==> src/rtl/alu_issue_pkg.sv <==
// Shared opcodes, ALU encodings and the issued-op record for the ALU issue stage.
package alu_issue_pkg;

  localparam logic [6:0] OPC_OP     = 7'b0110011;
  localparam logic [6:0] OPC_OPIMM  = 7'b0010011;
  localparam logic [6:0] OPC_LUI    = 7'b0110111;
  localparam logic [6:0] OPC_AUIPC  = 7'b0010111;
  localparam logic [6:0] OPC_JAL    = 7'b1101111;
  localparam logic [6:0] OPC_JALR   = 7'b1100111;
  localparam logic [6:0] OPC_BRANCH = 7'b1100011;
  localparam logic [6:0] OPC_LOAD   = 7'b0000011;
  localparam logic [6:0] OPC_STORE  = 7'b0100011;

  localparam logic [6:0] F7_ADD = 7'b0000000;
  localparam logic [6:0] F7_SUB = 7'b0100000;
  localparam logic [2:0] F3_ADD = 3'b000;

  typedef struct packed {
    logic [6:0]  funct7;
    logic [2:0]  funct3;
    logic [31:0] a;
    logic [31:0] b;
    logic [4:0]  rd;
    logic        reg_write;
    logic        is_branch;
    logic [2:0]  br_funct3;
    logic [31:0] store_data;
    logic [31:0] pc;
    logic        illegal;
  } issue_op_t;

  function automatic logic [31:0] sext12(input logic [11:0] imm);
    return {{20{imm[11]}}, imm};
  endfunction

endpackage

==> src/rtl/alu_issue_decode.sv <==
// Combinational RV32I decode: maps every supported opcode onto ALU add/sub style operands.
module alu_issue_decode
  import alu_issue_pkg::*;
(
  input  logic [31:0] instr_i,
  input  logic [31:0] pc_i,
  input  logic [31:0] rs1_i,
  input  logic [31:0] rs2_i,
  output issue_op_t   op_o
);

  logic [6:0]  opcode;
  logic [2:0]  f3;
  logic [31:0] imm_i;
  logic [31:0] imm_s;
  logic [31:0] imm_u;

  assign opcode = instr_i[6:0];
  assign f3     = instr_i[14:12];
  assign imm_i  = sext12(instr_i[31:20]);
  assign imm_s  = sext12({instr_i[31:25], instr_i[11:7]});
  assign imm_u  = {instr_i[31:12], 12'b0};

  always_comb begin
    op_o            = '0;
    op_o.funct7     = F7_ADD;
    op_o.funct3     = F3_ADD;
    op_o.rd         = instr_i[11:7];
    op_o.store_data = rs2_i;
    op_o.pc         = pc_i;
    case (opcode)
      OPC_OP: begin
        op_o.funct7    = instr_i[31:25];
        op_o.funct3    = f3;
        op_o.a         = rs1_i;
        op_o.b         = rs2_i;
        op_o.reg_write = 1'b1;
      end
      OPC_OPIMM: begin
        // Only SRLI/SRAI carry funct7; ADDI with imm[10]=1 must not become a subtract.
        op_o.funct7    = (f3 == 3'b101) ? instr_i[31:25] : F7_ADD;
        op_o.funct3    = f3;
        op_o.a         = rs1_i;
        op_o.b         = imm_i;
        op_o.reg_write = 1'b1;
      end
      OPC_LUI: begin
        op_o.b         = imm_u;
        op_o.reg_write = 1'b1;
      end
      OPC_AUIPC: begin
        op_o.a         = pc_i;
        op_o.b         = imm_u;
        op_o.reg_write = 1'b1;
      end
      OPC_JAL, OPC_JALR: begin
        op_o.a         = pc_i;
        op_o.b         = 32'd4;
        op_o.reg_write = 1'b1;
      end
      OPC_BRANCH: begin
        op_o.funct7    = F7_SUB;
        op_o.a         = rs1_i;
        op_o.b         = rs2_i;
        op_o.is_branch = 1'b1;
        op_o.br_funct3 = f3;
      end
      OPC_LOAD: begin
        op_o.a         = rs1_i;
        op_o.b         = imm_i;
        op_o.reg_write = 1'b1;
      end
      OPC_STORE: begin
        op_o.a = rs1_i;
        op_o.b = imm_s;
      end
      default: op_o.illegal = 1'b1;
    endcase
    if (instr_i[11:7] == 5'd0) op_o.reg_write = 1'b0;
  end

endmodule

==> src/rtl/alu_issue_stage.sv <==
// ID/EX register driving the ALU interface with valid/ready handshake and flush.
// Define ALU_ISSUE_SKID_EN to add a one-entry skid buffer with a registered in_ready.
module alu_issue_stage
  import alu_issue_pkg::*;
#(
  parameter int unsigned XLEN         = 32,
  parameter logic [31:0] RESET_PC_TAG = 32'h0000_0000
) (
  input  logic            clk,
  input  logic            rst,
  input  logic            flush,
  input  logic            in_valid,
  output logic            in_ready,
  input  logic [31:0]     instr,
  input  logic [XLEN-1:0] pc,
  input  logic [XLEN-1:0] rs1_data,
  input  logic [XLEN-1:0] rs2_data,
  output logic            out_valid,
  input  logic            out_ready,
  output logic [6:0]      out_funct7,
  output logic [2:0]      out_funct3,
  output logic [XLEN-1:0] out_a,
  output logic [XLEN-1:0] out_b,
  output logic [4:0]      out_rd,
  output logic            out_reg_write,
  output logic            out_is_branch,
  output logic [2:0]      out_br_funct3,
  output logic [XLEN-1:0] out_store_data,
  output logic [XLEN-1:0] out_pc,
  output logic            out_illegal
);

  issue_op_t dec_op;
  issue_op_t out_q, out_d;
  logic      out_valid_q, out_valid_d;
  logic      accept;

  alu_issue_decode u_decode (
    .instr_i (instr),
    .pc_i    (pc),
    .rs1_i   (rs1_data),
    .rs2_i   (rs2_data),
    .op_o    (dec_op)
  );

`ifdef ALU_ISSUE_SKID_EN
  issue_op_t skid_q, skid_d;
  logic      skid_full_q, skid_full_d;

  assign in_ready = !skid_full_q;
`else
  assign in_ready = !out_valid_q || out_ready;
`endif

  assign accept = in_valid && in_ready;

  always_comb begin
    out_d       = out_q;
    out_valid_d = out_valid_q;
`ifdef ALU_ISSUE_SKID_EN
    skid_d      = skid_q;
    skid_full_d = skid_full_q;
`endif
    if (rst) begin
      out_d       = '0;
      out_d.pc    = RESET_PC_TAG;
      out_valid_d = 1'b0;
`ifdef ALU_ISSUE_SKID_EN
      skid_d      = '0;
      skid_full_d = 1'b0;
`endif
    end else if (flush) begin
      out_valid_d = 1'b0;
`ifdef ALU_ISSUE_SKID_EN
      skid_full_d = 1'b0;
`endif
    end else begin
`ifdef ALU_ISSUE_SKID_EN
      if (!out_valid_q || out_ready) begin
        // Skid entry is older than anything arriving now, so it drains first.
        if (skid_full_q) begin
          out_d       = skid_q;
          out_valid_d = 1'b1;
          skid_full_d = 1'b0;
        end else if (accept) begin
          out_d       = dec_op;
          out_valid_d = 1'b1;
        end else begin
          out_valid_d = 1'b0;
        end
      end else if (accept) begin
        skid_d      = dec_op;
        skid_full_d = 1'b1;
      end
`else
      if (accept) begin
        out_d       = dec_op;
        out_valid_d = 1'b1;
      end else if (out_ready) begin
        out_valid_d = 1'b0;
      end
`endif
    end
  end

  always_ff @(posedge clk) begin
    out_q       <= out_d;
    out_valid_q <= out_valid_d;
`ifdef ALU_ISSUE_SKID_EN
    skid_q      <= skid_d;
    skid_full_q <= skid_full_d;
`endif
  end

  assign out_valid      = out_valid_q;
  assign out_funct7     = out_q.funct7;
  assign out_funct3     = out_q.funct3;
  assign out_a          = out_q.a;
  assign out_b          = out_q.b;
  assign out_rd         = out_q.rd;
  assign out_reg_write  = out_q.reg_write;
  assign out_is_branch  = out_q.is_branch;
  assign out_br_funct3  = out_q.br_funct3;
  assign out_store_data = out_q.store_data;
  assign out_pc         = out_q.pc;
  assign out_illegal    = out_q.illegal;

endmodule
==> config.mk <==
export PLATFORM = sky130hd
export DESIGN_NAME = alu_issue_stage
export DESIGN_NICKNAME = d
export VERILOG_FILES = /design/src/rtl/alu_issue_pkg.sv /design/src/rtl/alu_issue_decode.sv /design/src/rtl/alu_issue_stage.sv
export SDC_FILE = /design/constraint.sdc
export NUM_CORES = 1
export LEC_CHECK = 0
export BUFFER_PORTS_ARGS = -buffer_cell sky130_fd_sc_hd__buf_2
export CAP_MARGIN = 20
export CELL_PAD_IN_SITES_DETAIL_PLACEMENT = 0
export CELL_PAD_IN_SITES_GLOBAL_PLACEMENT = 2
export CORE_MARGIN = 2
export CORE_UTILIZATION = 26
export CTS_BUF_LIST = sky130_fd_sc_hd__clkbuf_8
export DETAILED_ROUTE_END_ITERATION = 12
export PLACE_DENSITY = 0.85
export SLEW_MARGIN = 30
export SYNTH_ARGS = -nofsm -noshare
export SYNTH_HDL_FRONTEND = slang
export SYNTH_SLANG_ARGS = --single-unit
==> constraint.sdc <==
create_clock -name clk -period 2.3 [get_ports clk]
set_input_delay 0.23 -clock clk [delete_from_list [all_inputs] [get_ports clk]]
set_output_delay 0.23 -clock clk [all_outputs]
set_load 0.02 [all_outputs]
# Yosys cells after proc, flatten, opt, wreduce, memory -nomap -nowiden
# Cells that the tools add are included.
# totals
latch_bits,0
mem_count,0
reg_bits,150
rom_bits,0
elab_cells,50
ramBits,0
# op_classes
mux,11
eq_ne,10
add_sub_neg,0
n_mul,0
order_cmp,0
n_shift,0
n_reduce_logical,16
n_bitwise,1
div_mod_pow,0
# ops
cell,count
$pmux W32 S5,1
$pmux W32 S2,1
$eq A7 B6 Y1 const B,3
$eq A7 B7 Y1 const B,3
$pmux W7 S3,1
$eq A7 B5 Y1 const B,2
$reduce_or A2 Y1,6
$reduce_or A9 Y1,1
$eq A7 B2 Y1 const B,1
$mux W7,1
$reduce_or A7 Y1,1
$logic_not A5 Y1,1
$mux W1,5
$reduce_or A5 Y1,1
$mux W4,1
$eq A3 B3 Y1 const B,1
$mux W3,1
$reduce_or A3 Y1,1
$reduce_and A2 Y1,1
$reduce_bool A2 Y1,1
$logic_and A1 B1 Y1,1
$logic_not A1 Y1,1
$logic_or A1 B1 Y1,1
$not A1 Y1,1

# Longest topological paths before layout
# Gate-level depths: netlist of the first run.
# depth
depth_word,4
mapped_depth,7

# By module
# Synthesis of the first run repeated with hierarchy kept, for this count alone.
# hier_totals
cells_unflattened,855
hier_area_um2,8350.5
# by_module_without_submodules
mod,cells_per_inst,area_each_um2,n_inst
alu_issue_stage,652,6742.7,1
alu_issue_decode,203,1607.8,1

# Worst setup path after synthesis of the first run
# OpenSTA, ideal clock, no wires.
# synth_timing
kind,register -> register
startpoint,"reg out_valid_q, in the netlist out_valid"
endpoint,reg out_q (netlist bit out_b[16])
t_required_ns,2.225
period_less_slack_ns,1.912
path_slack_ns,0.388
setup_ns,0.075
path_stages_with_launch,7
t_arrival_ns,1.837
path_cell_list,dfxtp_1 > nor2b_1 > inv_1 > a21oi_1 > clkbuf_1 > nand2_1 > a22oi_2
# synth_via
elab_chain_len,4
# synth_rtl
element,line,text
from (decl),alu_issue_stage.sv:35,"logic out_valid_q, out_valid_d;"
from (signal assigned),alu_issue_stage.sv:108,out_valid_q <= out_valid_d;
$logic_not A1 Y1,alu_issue_stage.sv:52,assign in_ready = !out_valid_q || out_ready;
$logic_or A1 B1 Y1,alu_issue_stage.sv:52,
net in_ready,alu_issue_stage.sv:13,"output logic in_ready,"
$logic_and A1 B1 Y1,alu_issue_stage.sv:55,assign accept = in_valid && in_ready;
$reduce_and A2 Y1 (no line),-,
to (signal assigned),alu_issue_stage.sv:107,out_q <= out_d;
to (decl),alu_issue_stage.sv:34,"issue_op_t out_q, out_d;"
# The timed path passes the listed nets, and every way through them passes these cells.
# A chain may end at the register's enable or synchronous reset.

# Worst setup path after layout of the first run
# layout_timing
startpoint,in flush
endpoint,reg out_q (netlist bit out_b[11])
# layout_via
elab_chain_len,2
# layout_rtl
element,line,text
from (decl),alu_issue_stage.sv:11,"input logic flush,"
$not A1 Y1 (no line),-,
$reduce_and A2 Y1 (no line),-,
# Every way passes these cells.

==> impl_metrics.json, run 1 <==
{
  "synth_area_per_cell_um2": 8.35,
  "synth_nets": 857,
  "synthArstFlopShare_pct": 0,
  "die_h_um": 156,
  "ys_top_cells_by_area": "dfxtp_1 (50%), nand2_1 (12%), a221oi_1 (7.8%)",
  "timing.rr.end": "out_b[11]",
  "yosys.area.top_type": "dfxtp_1",
  "internal_power_mw": 4.28,
  "crit_required_ns": 2.66,
  "grt_overflow_total": 0,
  "setup_viol": 0,
  "finalHoldViolCount": 0,
  "hold_buffers": 48,
  "r2r_slack_ns": 0.48,
  "min_path_type": "in2reg",
  "worst_slack_ns": 0.296,
  "max_cap_violations": 0,
  "ys_ff_latch": 150,
  "vias": 6486,
  "min-delay-start": "instr[8]",
  "yosysMostFrequentCell": "nand2_1",
  "io_pins": 284,
  "tightest_slew_ns": 0.712,
  "p_sw_share_pct": 28.1,
  "port_buffers": 283,
  "clock_sinks": 150,
  "dieArea_um2": 24500,
  "cp-end-kind": "register",
  "antenna_found_initial": 2,
  "timing.setup.tns_ns": 0,
  "cts-root-buf": "clkbuf_8",
  "synth_top_area_share_pct": 49.7,
  "power_frac_seq_pct": 46.1,
  "grt_pass1_vias": 6422,
  "powerDensity_nw_per_um2": 681,
  "yosysWarnings": 0,
  "synth_top_family_by_area": "compound AO/OA/AOI/OAI gates",
  "numCtsBuffers": 17,
  "ys_seq_area_share_pct": 49.7,
  "hold_depth": 3,
  "synthDistinctLibCells": 37,
  "drtPass1Iterations": 4,
  "synthTopCellsByCount": "nand2_1 (189), dfxtp_1 (150), a21oi_1 (80)",
  "cts_buffer_depth": 2,
  "crit_path_start_kind": "input port",
  "slew_violations": 0,
  "synth_compound_area_share_pct": 23.6,
  "grt_start_max_net_pins": 108,
  "synth_cells": 724,
  "regToRegStartpoint": "out_valid",
  "yosys.area_share.simple_pct": 21.8,
  "row_count": 55,
  "fmax_mhz": 499,
  "fin_nets": 1164,
  "synthAdderAreaFrac_pct": 0,
  "ctsResizeCount": 0,
  "track_usage_pct": 19.6,
  "comb_power_share_pct": 14.3,
  "p_switching_mw": 1.67,
  "dpl.hpwl_um": 17300,
  "vias_per_cell": 4.88,
  "rsz0062_at_grt": "false",
  "pre_cts_slack_ns": 0.278,
  "drive_gt1_share_pct": 35.4,
  "gp_congestion": 0.809,
  "path_clk_slew_ns": 0.10,
  "syn_area_um2": 6040,
  "die_x_um": 156,
  "min_to": "out_rd[1]",
  "utilization_pct": 38.5,
  "core-area_um2": 22700,
  "insertion_delay_ns": 0.45,
  "synthFlopType": "dfxtp_1",
  "wirelength_um": 24400,
  "vdd_drop_max_v": 0.000299,
  "cp_max_fo": 25,
  "drcViolationCount": 0,
  "cts_tree": "done",
  "worstPathArrival_ns": 2.37,
  "critical_path_class": "in2reg",
  "pwr-share-clk_pct": 39.6,
  "fin_crit_ns": 2.00,
  "leakage_nw": 3.71,
  "n_antenna_cell": 0,
  "cts_setup_buffers": 0,
  "grt_pass1_wl_um": 36900,
  "synth-xor-area-share_pct": 0.145,
  "synth_edf_count": 0,
  "r2r_cells": 6,
  "first_iter_violations": 490,
  "synthMuxAreaShare_pct": 0,
  "syn_to_final_growth_pct": 44.5,
  "slew_headroom_pct": 52.5,
  "routedWlPerCell_um": 18.3,
  "cts-htree-levels": 4,
  "drt.antenna.violating_nets": 0,
  "start_util_pct": 26.6,
  "status": "complete, no violations",
  "period_share_pct": 87.1,
  "clock_skew_ns": 0.0131
}
worst max path at each step:
stage                         start         to  slack, ns
after detailed placement   instr[5]  out_b[11]       0.28
after CTS                     flush  out_b[11]       0.32
after global placement     instr[5]  out_b[11]       0.32
after global routing          flush  out_b[11]       0.18
after floorplan           out_valid  out_b[16]       0.39
final                         flush  out_b[11]       0.30
state kept, by name (all words and copies together), names as in the netlist, 3 cells and up:
register and cells:
out_br_funct3 3, out_funct3 3, out_pc 32, out_rd 5, out_funct7 7, out_b 32, out_store_data 32, out_a 32
power by group through the flow:
| stage | clock [mW] | combinational [mW] | sequential (mW) |
|---|---|---|---|
| 2_1_floorplan | 0 | 0.290 | 2.92 |
| 3_5_place_dp | 0 | 0.795 | 2.80 |
| 3_3_place_gp | 0 | 0.793 | 2.80 |
| 6_report | 2.36 | 0.851 | 2.74 |
| 4_1_cts | 2.46 | 0.861 | 2.74 |
| 5_1_grt | 2.54 | 0.934 | 2.75 |
layout make-up:
class	instances	area, µm²
tap	285	357
clock buffer	19	262
fill	2433	14000
inverter	3	11.3
timing repair buffer	351	2100
clock inverter	13	193
sequential	150	3000
multi-input combinational	508	2810
logic make-up (layout without fill, tap and decap cells):
logic type             after synthesis  in the layout
AO/OA/AOI/OAI                      193            193
AND/OR/NAND/NOR                    314            314
XOR/XNOR                             1              1
buffers and inverters               66            386
flip-flops                         150            150
layout by cell type, fill, tap and decap left out, drive strengths merged, types with 6 or more instances in the layout:
| master | Yosys | final |
|---|---|---|
| nor3 | 37 | 37 |
| a21oi | 81 | 81 |
| a31o | 6 | 6 |
| inv | 3 | 8 |
| a221oi | 54 | 54 |
| dfxtp | 150 | 150 |
| buf | 20 | 303 |
| a211oi | 7 | 7 |
| a32oi | 6 | 6 |
| clkbuf | 43 | 19 |
| nor2b | 9 | 9 |
| nor2 | 56 | 56 |
| dlygate4sd3 | 0 | 48 |
| a22oi | 30 | 30 |
| nand3 | 8 | 8 |
| nand2 | 189 | 189 |
critical path: stages:
cell and delay (ns):
dlygate4sd3_1 0.53, buf_2 0.13, nor2b_1 0.30, nand2_4 0.15
or4_1 0.48, buf_4 0.27, o31ai_1 0.26
per-stage QoR:
| stage | hold slack [ns] | cells | area (µm²) | total power, mW |
|---|---|---|---|---|
| CTS | 0.000476 | 1329 | 8730 | 6.06 |
| global placement | 0.425 | 1249 | 7800 | 3.59 |
| finish | 0.0494 | 1329 | 8730 | 5.95 |
| global route | 0.0109 | 1329 | 8730 | 6.23 |
| floorplan | 0.309 | 724 | 6040 | 3.21 |
| detailed placement | 0.432 | 1249 | 7800 | 3.60 |
routing by layer:
metal | track usage, % | part of all wire (%)
met1 | 24.3 | 43
met5 | 0 | 0.11
met4 | 5.16 | 1.3
met3 | 7.42 | 9.1
met2 | 32.1 | 46
(Power assumes the default switching activity.)
==> run 2, diff against run 1 <==
- CORE_UTILIZATION: 26 -> 31
- SYNTH_HIERARCHICAL: default -> 1
==> impl_metrics.json, run 2 <==
{
  "path_common_cell": "buf_12",
  "ys_seq_area_share_pct": 36.0,
  "worstPathArrival_ns": 2.09,
  "rsz0062_at_grt": "false",
  "path_clk_slew_ns": 0.10,
  "tightest_slew_ns": 0.514,
  "crit_chain": "dlygate4sd3_1, buf_2, nor3b_4, buf_12, buf_12, mux2i_1",
  "routedWlPerCell_um": 17.3,
  "fmax_mhz": 580,
  "antenna_found_initial": 0,
  "period_share_pct": 75.0,
  "yosysMostFrequentCell": "nand2b_1",
  "slew_headroom_pct": 65.8,
  "port_buffers": 283,
  "synth_area_per_cell_um2": 9.77,
  "slowest_delay_ns": 0.53,
  "fin_nets": 1175,
  "first_iter_violations": 355,
  "drive_gt1_share_pct": 32.5,
  "slew_violations": 0,
  "grt_start_max_net_pins": 80,
  "utilization_pct": 37.1,
  "cts-htree-levels": 4,
  "row_count": 60,
  "synth_top_area_share_pct": 36.0,
  "slowest_stage": "dlygate4sd3_1",
  "insertion_delay_ns": 0.44,
  "min_path_type": "in2reg",
  "syn_to_final_growth_pct": 18.8,
  "grt_pass1_vias": 6218,
  "grt_overflow_total": 0,
  "dpl.hpwl_um": 17100,
  "synthDistinctLibCells": 38,
  "cts-root-buf": "clkbuf_8",
  "max_cap_violations": 0,
  "fillers": 2805,
  "dieArea_um2": 28300,
  "die_h_um": 168,
  "fin_crit_ns": 1.72,
  "io_pins": 284,
  "synthTopCellsByCount": "nand2b_1 (300), dfxtp_1 (150), mux2i_1 (149)",
  "clock_skew_ns": 0.0142,
  "cts_buffer_depth": 2,
  "synthArstFlopShare_pct": 0,
  "synthFlopType": "dfxtp_1",
  "cp-end-kind": "register",
  "numCtsBuffers": 17,
  "powerDensity_nw_per_um2": 569,
  "vias": 6390,
  "core-area_um2": 26700,
  "leakage_nw": 4.24,
  "synth_nets": 988,
  "drt.antenna.violating_nets": 0,
  "yosysWarnings": 6,
  "timing.setup.tns_ns": 0,
  "crit_required_ns": 2.67,
  "vias_per_cell": 4.58,
  "synth_edf_count": 0,
  "setup_viol": 0,
  "finalHoldViolCount": 0,
  "layout_common_cells": "nand2b_1 (300), buf_2 (282), dfxtp_1 (150), mux2i_1 (149), a22o_1 (38)",
  "drcViolationCount": 0,
  "status": "complete, no violations",
  "yosys.area.top_type": "dfxtp_1",
  "cts_tree": "done",
  "clock_sinks": 150,
  "grt_pass1_wl_um": 36900,
  "ys_top_cells_by_area": "dfxtp_1 (36%), nand2b_1 (22%), mux2i_1 (18%)",
  "syn_area_um2": 8350,
  "cp_max_fo": 40,
  "start_util_pct": 31.2,
  "layout_commonest_cell": "nand2b_1",
  "synth_cells": 855,
  "vdd_drop_max_v": 0.000231,
  "n_antenna_cell": 0,
  "critical_path_class": "in2reg",
  "ctsResizeCount": 0,
  "die_x_um": 168,
  "wirelength_um": 24200,
  "drtPass1Iterations": 4,
  "track_usage_pct": 16.8,
  "gp_congestion": 0.797,
  "crit_path_start_kind": "input port",
  "ys_ff_latch": 150
}
## run 2: cell count changes after synthesis, sizes merged, moves of 38 or more
cell / before / now
a21oi: 81 / 1
a221oi: 54 / 0
a22o: 0 / 38
buf: 20 / 104
mux2i: 0 / 149
nand2: 189 / 2
nand2b: 3 / 300
nor2: 56 / 6
## run 2: path summary, 6_finish.rpt
path	cells past startpoint	endpoint	slack (ns)	start
worst max register to register	5	out_pc[4]	0.63	out_valid
worst max-delay path	6	out_pc[4]	0.58	flush
worst min register to register	2	out_pc[27]	0.47	out_pc[27]
worst min-delay path	3	out_store_data[0]	0.04	rs2_data[0]
## run 2: layout make-up
type | count | area (µm²) | area share (%)
clock inverter | 14 | 150 | 1.51
tap | 341 | 427 | 4.30
sequential | 150 | 3000 | 30.3
inverter | 3 | 11.3 | 0.113
clock buffer | 18 | 248 | 2.50
timing repair buffer | 302 | 1680 | 16.9
multi-input combinational | 568 | 4400 | 44.4
## run 2: through the flow
stage | instances | power [mW] | setup WS, ns | hold slack (ns) | instance area [µm²]
after detailed placement | 1363 | 3.58 | 0.433 | 0.451 | 9520
after global placement | 1363 | 3.58 | 0.468 | 0.449 | 9520
after floorplan | 855 | 3.35 | 0.701 | 0.309 | 8350
after CTS | 1396 | 5.74 | 0.651 | 0.00163 | 9920
after global routing | 1396 | 5.90 | 0.519 | 0.00733 | 9920
final | 1396 | 5.65 | 0.576 | 0.0449 | 9920
## run 2: routing by layer
layer	GRT usage [%]	vias to the layer above	wire length (µm)
met5	0	-	0
met4	4.39	0	294
met3	3.50	13	1010
met2	27.4	156	11400
met1	22.7	3051	11500
li1	-	3170	-
## run 2: repair_timing
item                      in CTS  in global routing
setup buffers                  0                  0
hold endpoints to repair       1                  0
hold buffers                   1                  0
## run 2: report_power, final
group / total, mW / leakage, nW / switching [mW] / internal [mW]
Combinational: 0.814 / 2.83 / 0.442 / 0.371
Clock: 2.13 / 0.195 / 1.13 / 1.00
Sequential: 2.70 / 1.22 / 0.0341 / 2.67
Total: 5.65 / 4.24 / 1.61 / 4.04
## run 2: worst max-delay path: cells and delay by family
family / cells / cell delay [ns]
buffers and inverters: 4 / 1.30
multiplexers: 1 / 0.23
AND/OR/NAND/NOR: 1 / 0.23
## run 2: kinds of logic after synthesis
group	count (synthesis)	share of synthesized area, %
and+or+nand+nor	340	25.9
DFF	150	36.0
muxes	149	17.9
buffers and inverters	137	11.7
AOI/OAI and AO/OA	78	8.53
xor gates and xnor gates	1	0.105
==> run 3, diff against run 2 <==
- ABC_AREA: default -> 1
- CORE_UTILIZATION: 31 -> 27
- PLACE_DENSITY: 0.85 -> 0.86
- clock period: 2.3 -> 1.61 ns (I/O delays scaled with it)
==> impl_metrics.json, run 3 <==
{
  "cp-end-kind": "primary output",
  "yosysMostFrequentCell": "nand2_1",
  "leakage_nw": 5.59,
  "cts-root-buf": "clkbuf_8",
  "grt_pass1_vias": 8283,
  "die_x_um": 182,
  "fin_nets": 1659,
  "power_mw": 8.78,
  "finalHoldViolCount": 0,
  "synth_nets": 1471,
  "period_share_pct": 93.9,
  "vias_per_cell": 4.48,
  "cts-htree-levels": 4,
  "cts_buffer_depth": 2,
  "ys_ff_latch": 150,
  "routedWlPerCell_um": 15.1,
  "cts_setup_buffers": 0,
  "vdd_drop_max_v": 0.000457,
  "critical_path_class": "reg2out",
  "slowest_stage": "dfxtp_2",
  "synthTopCellsByCount": "nand2_1 (290), nand3_1 (201), inv_1 (170)",
  "slew_headroom_pct": 70.6,
  "slew_violations": 0,
  "io_pins": 284,
  "crit_chain": "nand2_4, buf_12, buf_2",
  "start_util_pct": 27.3,
  "path_clk_slew_ns": 0.10,
  "ys_seq_area_share_pct": 35.0,
  "first_iter_violations": 418,
  "fmax_mhz": 661,
  "wirelength_um": 29300,
  "rsz0062_at_grt": "false",
  "fillers": 3592,
  "seq_area_um2": 3000,
  "crit_buf_inv": 2,
  "setup_viol": 0,
  "status": "complete, no violations",
  "antenna_found_initial": 5,
  "synth_edf_count": 0,
  "synth_cells": 1338,
  "layout_common_cells": "nand2_1 (289), buf_2 (283), nand3_1 (201), inv_1 (173), nor2_1 (169)",
  "drtPass1Iterations": 5,
  "synthArstFlopShare_pct": 0,
  "utilization_pct": 33.4,
  "dpl.hpwl_um": 21100,
  "layout_commonest_cell": "nand2_1",
  "critPathTopFamily": "buffers and inverters",
  "grt_overflow_total": 0,
  "port_buffers": 283,
  "ys_top_cells_by_area": "dfxtp_1 (35%), nand2_1 (13%), nand3_1 (12%)",
  "multi_input_area_um2": 3810,
  "crit_required_ns": 1.45,
  "synth_area_per_cell_um2": 6.40,
  "max_cap_violations": 0,
  "track_usage_pct": 17.4,
  "clock_sinks": 150,
  "vias": 8713,
  "synth_top_area_share_pct": 35.0,
  "clock_skew_ns": 0.0207,
  "timing.setup.tns_ns": 0,
  "synthFlopType": "dfxtp_1",
  "worstPathArrival_ns": 1.35,
  "cts_tree": "done",
  "insertion_delay_ns": 0.47,
  "numCtsBuffers": 17,
  "core-area_um2": 31400,
  "die_h_um": 182,
  "row_count": 65,
  "yosysWarnings": 6,
  "fin_crit_ns": 1.51,
  "crit_path_start_kind": "register",
  "syn_area_um2": 8570,
  "grt_pass1_wl_um": 45600,
  "min_path_type": "in2reg",
  "syn_to_final_growth_pct": 22.2,
  "grt_start_max_net_pins": 93,
  "synthDistinctLibCells": 22,
  "cp_max_fo": 18,
  "drt.antenna.violating_nets": 0,
  "gp_congestion": 0.797,
  "powerDensity_nw_per_um2": 839,
  "tightest_slew_ns": 0.441,
  "slowest_delay_ns": 0.35,
  "dieArea_um2": 33200,
  "drcViolationCount": 0,
  "yosys.area.top_type": "dfxtp_1",
  "drive_gt1_share_pct": 25.0
}
-- run 3: cell count changes after synthesis, moves of 151 or more --
| cell | change |
|---|---|
| nand2b_1 | -300 |
| nand2_1 | +288 |
| nand3_1 | +199 |
| inv_1 | +167 |
| nor2_1 | +163 |
| a21oi_1 | +151 |
-- run 3: cell type report --
type / instances / share of cell area [%]
Timing Repair Buffer: 336 / 20.2
Clock buffer: 18 / 2.37
Antenna cell: 4 / 0.0956
Multi-Input combinational cell: 844 / 36.4
Inverter: 177 / 6.37
Tap cell: 402 / 4.80
Sequential cell: 150 / 28.7
Clock inverter: 14 / 1.08
-- run 3: where the power goes --
group	switching, mW	leakage, nW	internal [mW]
clock	1.61	0.185	1.25
combinational	1.17	4.17	0.681
sequential	0.126	1.24	3.95
-- run 3: logic make-up after synthesis --
kind of cell	synth area share, %
simple gates	35.3
buf+inv	20.5
compound gates	9.11
flops	35.0
-- run 3: through the flow --
stage	instance area (µm²)	cells	worst slack, ns	hold WS (ns)
after floorplan	8570	1338	0.313	0.238
after global placement	9890	1889	0.0492	0.380
after detailed placement	9890	1889	0.0243	0.382
after CTS	10400	1940	0.00911	0.00156
after global routing	10500	1945	0.00660	0.0231
final	10500	1945	0.0979	0.0386
-- run 3: repair_timing --
action,CTS,global route
hold buffers,19,0
setup endpoints to repair,0,1
hold endpoints to repair,18,0
resized for setup,0,1
-- run 3: tightest hold or removal path, stage by stage --
cell and delay, ns:
buf_2 0.09, inv_1 0.03, nand3_1 0.06, nand2_1 0.04, nor2_1 0.07
-- run 3: path summary, 6_finish.rpt --
check | start | to | slack, ns | cells after the start
worst max-delay path | out_valid | in_ready | 0.1 | 3
worst max register to register | out_valid | out_store_data[17] | 0.31 | 6
worst min-delay path | pc[14] | out_pc[14] | 0.04 | 5
worst min register to register | out_a[2] | out_a[2] | 0.48 | 2
-- run 3: layer usage --
| metal | track usage [%] | vias up | wire length (µm) |
|---|---|---|---|
| met5 | 0 | - | 0 |
| met4 | 6.06 | 0 | 667 |
| met3 | 4.03 | 27 | 1520 |
| met2 | 28.2 | 217 | 13400 |
| met1 | 22.7 | 3998 | 13700 |
| li1 | - | 4471 | - |
